===== src/rtl/cache_fill_fsm.sv =====
// Cache miss handler: fetches one aligned block from pipelined main memory, streams each
// returned word into the data array and pulses the tag write when the last word lands.
module cache_fill_fsm #(
    parameter int unsigned BLOCK_WORDS = 8,
    parameter int unsigned ADDR_W      = 16
) (
    input  logic              clk,
    input  logic              rst,
    input  logic              miss_detected,
    input  logic [ADDR_W-1:0] miss_address,
    input  logic [15:0]       memory_data,
    input  logic              memory_data_valid,
    output logic              fsm_busy,
    output logic              memory_enable,
    output logic [ADDR_W-1:0] memory_address,
    output logic              write_data_array,
    output logic              write_tag_array,
    output logic [ADDR_W-1:0] fill_address,
    output logic [15:0]       fill_data,
    output logic [ADDR_W-1:0] block_address
);

    localparam int unsigned CW  = $clog2(BLOCK_WORDS);
    localparam int unsigned OFS = CW + 1;

    typedef enum logic [0:0] {StIdle, StFill} state_e;

    state_e            state_q, state_d;
    // MSB of each counter is its done flag; it sets after BLOCK_WORDS increments.
    logic [CW:0]       req_cnt_q, req_cnt_d;
    logic [CW:0]       rsp_cnt_q, rsp_cnt_d;
    logic [ADDR_W-1:0] block_q, block_d;

    always_comb begin
        state_d          = state_q;
        req_cnt_d        = req_cnt_q;
        rsp_cnt_d        = rsp_cnt_q;
        block_d          = block_q;
        fsm_busy         = 1'b0;
        memory_enable    = 1'b0;
        memory_address   = '0;
        write_data_array = 1'b0;
        write_tag_array  = 1'b0;
        fill_address     = '0;

        unique case (state_q)
            StIdle: begin
                if (miss_detected) begin
                    state_d   = StFill;
                    block_d   = {miss_address[ADDR_W-1:OFS], {OFS{1'b0}}};
                    req_cnt_d = '0;
                    rsp_cnt_d = '0;
                end
            end
            StFill: begin
                fsm_busy = 1'b1;
                if (!req_cnt_q[CW]) begin
                    memory_enable  = 1'b1;
                    // Base is aligned, so base + 2*cnt is a plain concatenation (never carries).
                    memory_address = {block_q[ADDR_W-1:OFS], req_cnt_q[CW-1:0], 1'b0};
                    req_cnt_d      = req_cnt_q + 1'b1;
                end
                if (memory_data_valid) begin
                    write_data_array = 1'b1;
                    fill_address     = {block_q[ADDR_W-1:OFS], rsp_cnt_q[CW-1:0], 1'b0};
                    rsp_cnt_d        = rsp_cnt_q + 1'b1;
                    if (rsp_cnt_q == (CW + 1)'(BLOCK_WORDS - 1)) begin
                        write_tag_array = 1'b1;
                        state_d         = StIdle;
                    end
                end
            end
            default: state_d = StIdle;
        endcase
    end

    assign fill_data     = memory_data;
    assign block_address = block_q;

    always_ff @(posedge clk or posedge rst) begin
        if (rst) begin
            state_q   <= StIdle;
            req_cnt_q <= '0;
            rsp_cnt_q <= '0;
            block_q   <= '0;
        end else begin
            state_q   <= state_d;
            req_cnt_q <= req_cnt_d;
            rsp_cnt_q <= rsp_cnt_d;
            block_q   <= block_d;
        end
    end

endmodule


===== config.mk =====
export PLATFORM = sky130hd
export DESIGN_NAME = cache_fill_fsm
export DESIGN_NICKNAME = d
export VERILOG_FILES = /design/src/rtl/cache_fill_fsm.sv
export SDC_FILE = /design/constraint.sdc
export NUM_CORES = 1
export LEC_CHECK = 0
export CORE_UTILIZATION = 35
export DETAILED_ROUTE_END_ITERATION = 8
export PLACE_DENSITY = 0.85
export SLEW_MARGIN = 20
export SYNTH_ARGS = -nofsm -noshare
export SYNTH_HDL_FRONTEND = slang
export SYNTH_SLANG_ARGS = --single-unit

===== constraint.sdc =====
create_clock -name clk -period 2.7 [get_ports clk]
set_clock_uncertainty 0.2 [all_clocks]
set_input_delay 0.81 -clock clk [delete_from_list [all_inputs] [get_ports clk]]
set_output_delay 0.81 -clock clk [all_outputs]
set_load 0.05 [all_outputs]

==> results.md <==
* Status: finished, final reports clean
* WL per Instance at 12.3 µm
* CTS Hold Buffers Added at 0
* Simple-Gate Fraction of Synth Area at ~34%
* Gpl congestion at 0.767
* Vias at 1,086
* Slew at the pin with the worst max-slew slack at 0.670 ns
* All-Layer GR Usage at 16.3%
* Slew Limit Fails at 0
* Crit. End Element: primary output
* Max_cap viols at 0
* Main combinational cell family by area after synthesis: simple AND/OR/NAND/NOR gates
* I/O pins at 104
* RSZ-0062 raised after global routing: false
* Max Root-Sink Buffers at 2
* Final period util at 98.0%
* DIE WIDTH at 62.7 µm
* Core footprint at 3440 µm²
* Final nets at 240
* Row Count at 21
* Setup Viol. Count Final at 0
* Initial Util at 37.5%
* Number of buffers created by CTS at 3
* WL final at 3.05 mm
* Detailed placer's ending HPWL at 2.44 mm
* Vias in the first global route at 1,041
* Final Hold Fails at 0
* Synth-to-Final Area Change at 71.9%
* Chip height at 62.7 µm
* Netlist Area Pre-Place at 1290 µm²
* Initial antenna violation count at 0
* Synth unique cells at 27
* Peak supply drop at 715 µV
* CTS tree: yes
* Via density at 4.40
* Post-CTS setup buffer count at 0
* Number of antenna diodes at 0
* DP Area at between 2000 and 2500 µm²
* PortBufs at 61
* First-pass GRT wire length at approximately 5 mm
* Router iterations before antenna repair at 4
* Drc violations at 0
* #FFs+latches synth at 21
* Die ar. at ~3900 µm²
* CTS sink count at 21
* Data arrival time of the worst path at roughly 1.6 ns
* Leading cell type in the layout, fill and taps excluded: nand2_1
* Mux cell area share after synthesis at 0.775%
* Adder-cell share of the synthesized area at 1.94%
* Clk_lat worst skew at ~0.26 ns
* Critical Path Fanout Max at 3
* Pwr per Cell Area at 1330 nW/µm²
* Post-CTS sizing at 3
* Clock Pin Slew Worst Setup and Hold Paths at about 0.08 ns
* Place WS at -0.213 ns
* CTS H-tree lvls at 1
* Largest net degree at the start of global routing at 22
* Final setup margin at 0.0551 ns
* Antenna Violating Nets Remaining at 0
* Sequential area share after synthesis at 40.7%
* Post-synthesis xor/xnor area fraction at 2.03%
* Compound-gate portion of the synthesized area at 1.84%
* Commonest non-fill, non-tap cells in the layout: nand2_1 (41), buf_12 (34), clkdlybuf4s50_1 (26)
* Critical Path Start Type: input port
* Min-delay worst type: flop to flop
* YS warnings at 0
* Layout cells sized above 1 at 26.9%
* Synth Instances at 150
* FMAX at between 300 and 400 MHz
* CTS Root Cell: clkbuf_8
* Slew Limit Headroom at 55.4%
* Lkg Pwr at between 1 and 1.5 nW
* Initial detailed-routing violation count at 38
* Fin crit period at 2.64 ns
* Syn Area/Cell at 8.61 µm²
* Global route overflow at 0
* Fin area at 2220 µm²
* Crit path kind: input port to primary output
* Worst EP required at 1.69 ns
[layout make-up]
cell class              instances  area (µm²)
flip-flops and latches         21         526
clock buffers                   3        41.3
well taps                      46        57.6
fillers                       271        1220
multi-input cells             102         543
clock inverters                 1        5.00
inverters                       1        3.75
repair buffers                 73        1040
[path summary, 6_finish.rpt]
kind                                   startpoint                 to  slack, ns  cells past startpoint
worst min-delay path                 rsp_cnt_q[3]       rsp_cnt_q[3]       0.28                      1
max in group asynchronous                     rst       req_cnt_q[0]       1.40                      3
worst max-delay path            memory_data_valid    write_tag_array       0.06                      4
worst min register to register       rsp_cnt_q[3]       rsp_cnt_q[3]       0.28                      1
min in group asynchronous                     rst  block_address[13]       0.68                      3
worst max register to register            state_q       rsp_cnt_q[3]       0.87                      4
[where the power goes]
part	total (W)	switching [W]	leakage [nW]	internal (W)
sequential	0.000601	0.000140	0.255	0.000461
combinational	0.00214	0.00122	0.792	0.000918
clock	0.000202	0.0000991	0.0255	0.000103
[sequential cells by signal, indices dropped and copies added, names as in the netlist]
register	flops
state_q	1
rsp_cnt_q	4
block_address	12
req_cnt_q	4
[stage by stage]
stage	hold slack (ns)	power, W	utilization [%]	cells	TNS, ns
detailed placement	0.280	0.00277	63.0	243	-2.76
CTS	0.290	0.00298	64.5	247	0
global route	0.297	0.00308	64.5	247	0
floorplan	0.237	0.00186	-	155	0
finish	0.283	0.00294	64.5	247	0
global placement	0.253	0.00272	63.0	243	-2.80
[synth_stat cells]
master | n | area [µm²]
dfrtp_1 | 21 | 526
xnor2_1 | 2 | 17.5
and3_4 | 1 | 11.3
and3b_1 | 1 | 8.76
o21ai_0 | 1 | 5.00
conb_1 | 1 | 3.75
buf_4 | 24 | 180
nand3_1 | 2 | 10.0
and2_1 | 15 | 93.8
inv_1 | 1 | 3.75
nor2b_1 | 1 | 6.26
xor2_1 | 1 | 8.76
nand3_2 | 1 | 10.0
ha_1 | 2 | 25.0
a41oi_1 | 1 | 8.76
buf_6 | 4 | 45.0
and2b_1 | 1 | 7.51
nor2_1 | 6 | 22.5
nand2_1 | 41 | 154
nand2b_1 | 1 | 6.26
and3_1 | 14 | 87.6
mux2i_1 | 1 | 10.0
nand3b_1 | 1 | 7.51
clkbuf_1 | 1 | 3.75
o21ai_1 | 2 | 10.0
buf_2 | 2 | 10.0
and2_4 | 1 | 8.76
[routing by layer]
layer | GRT usage [%] | vias to the layer above | wire length, µm
met3 | 4.38 | 2 | 202
met1 | 18.5 | 495 | 1220
met2 | 28.7 | 40 | 1620
met4 | 6.69 | 0 | 12
met5 | 0 | - | 0
li1 | - | 549 | -
[critical path, cell delays in order]
cell	delay, ns
dlygate4sd2_1	0.27
and3_4	0.19
and3b_2	0.22
buf_12	0.15
[cells by family after synthesis]
group                    Yosys count
AO/OA/AOI/OAI                      4
buffers and inverters             32
adder cells (fa/ha/maj)            2
XOR/XNOR                           3
AND/OR/NAND/NOR                   86
flip-flops                        21
other                              1
multiplexers                       1
Note: power is estimated with default switching activity, not from simulation.
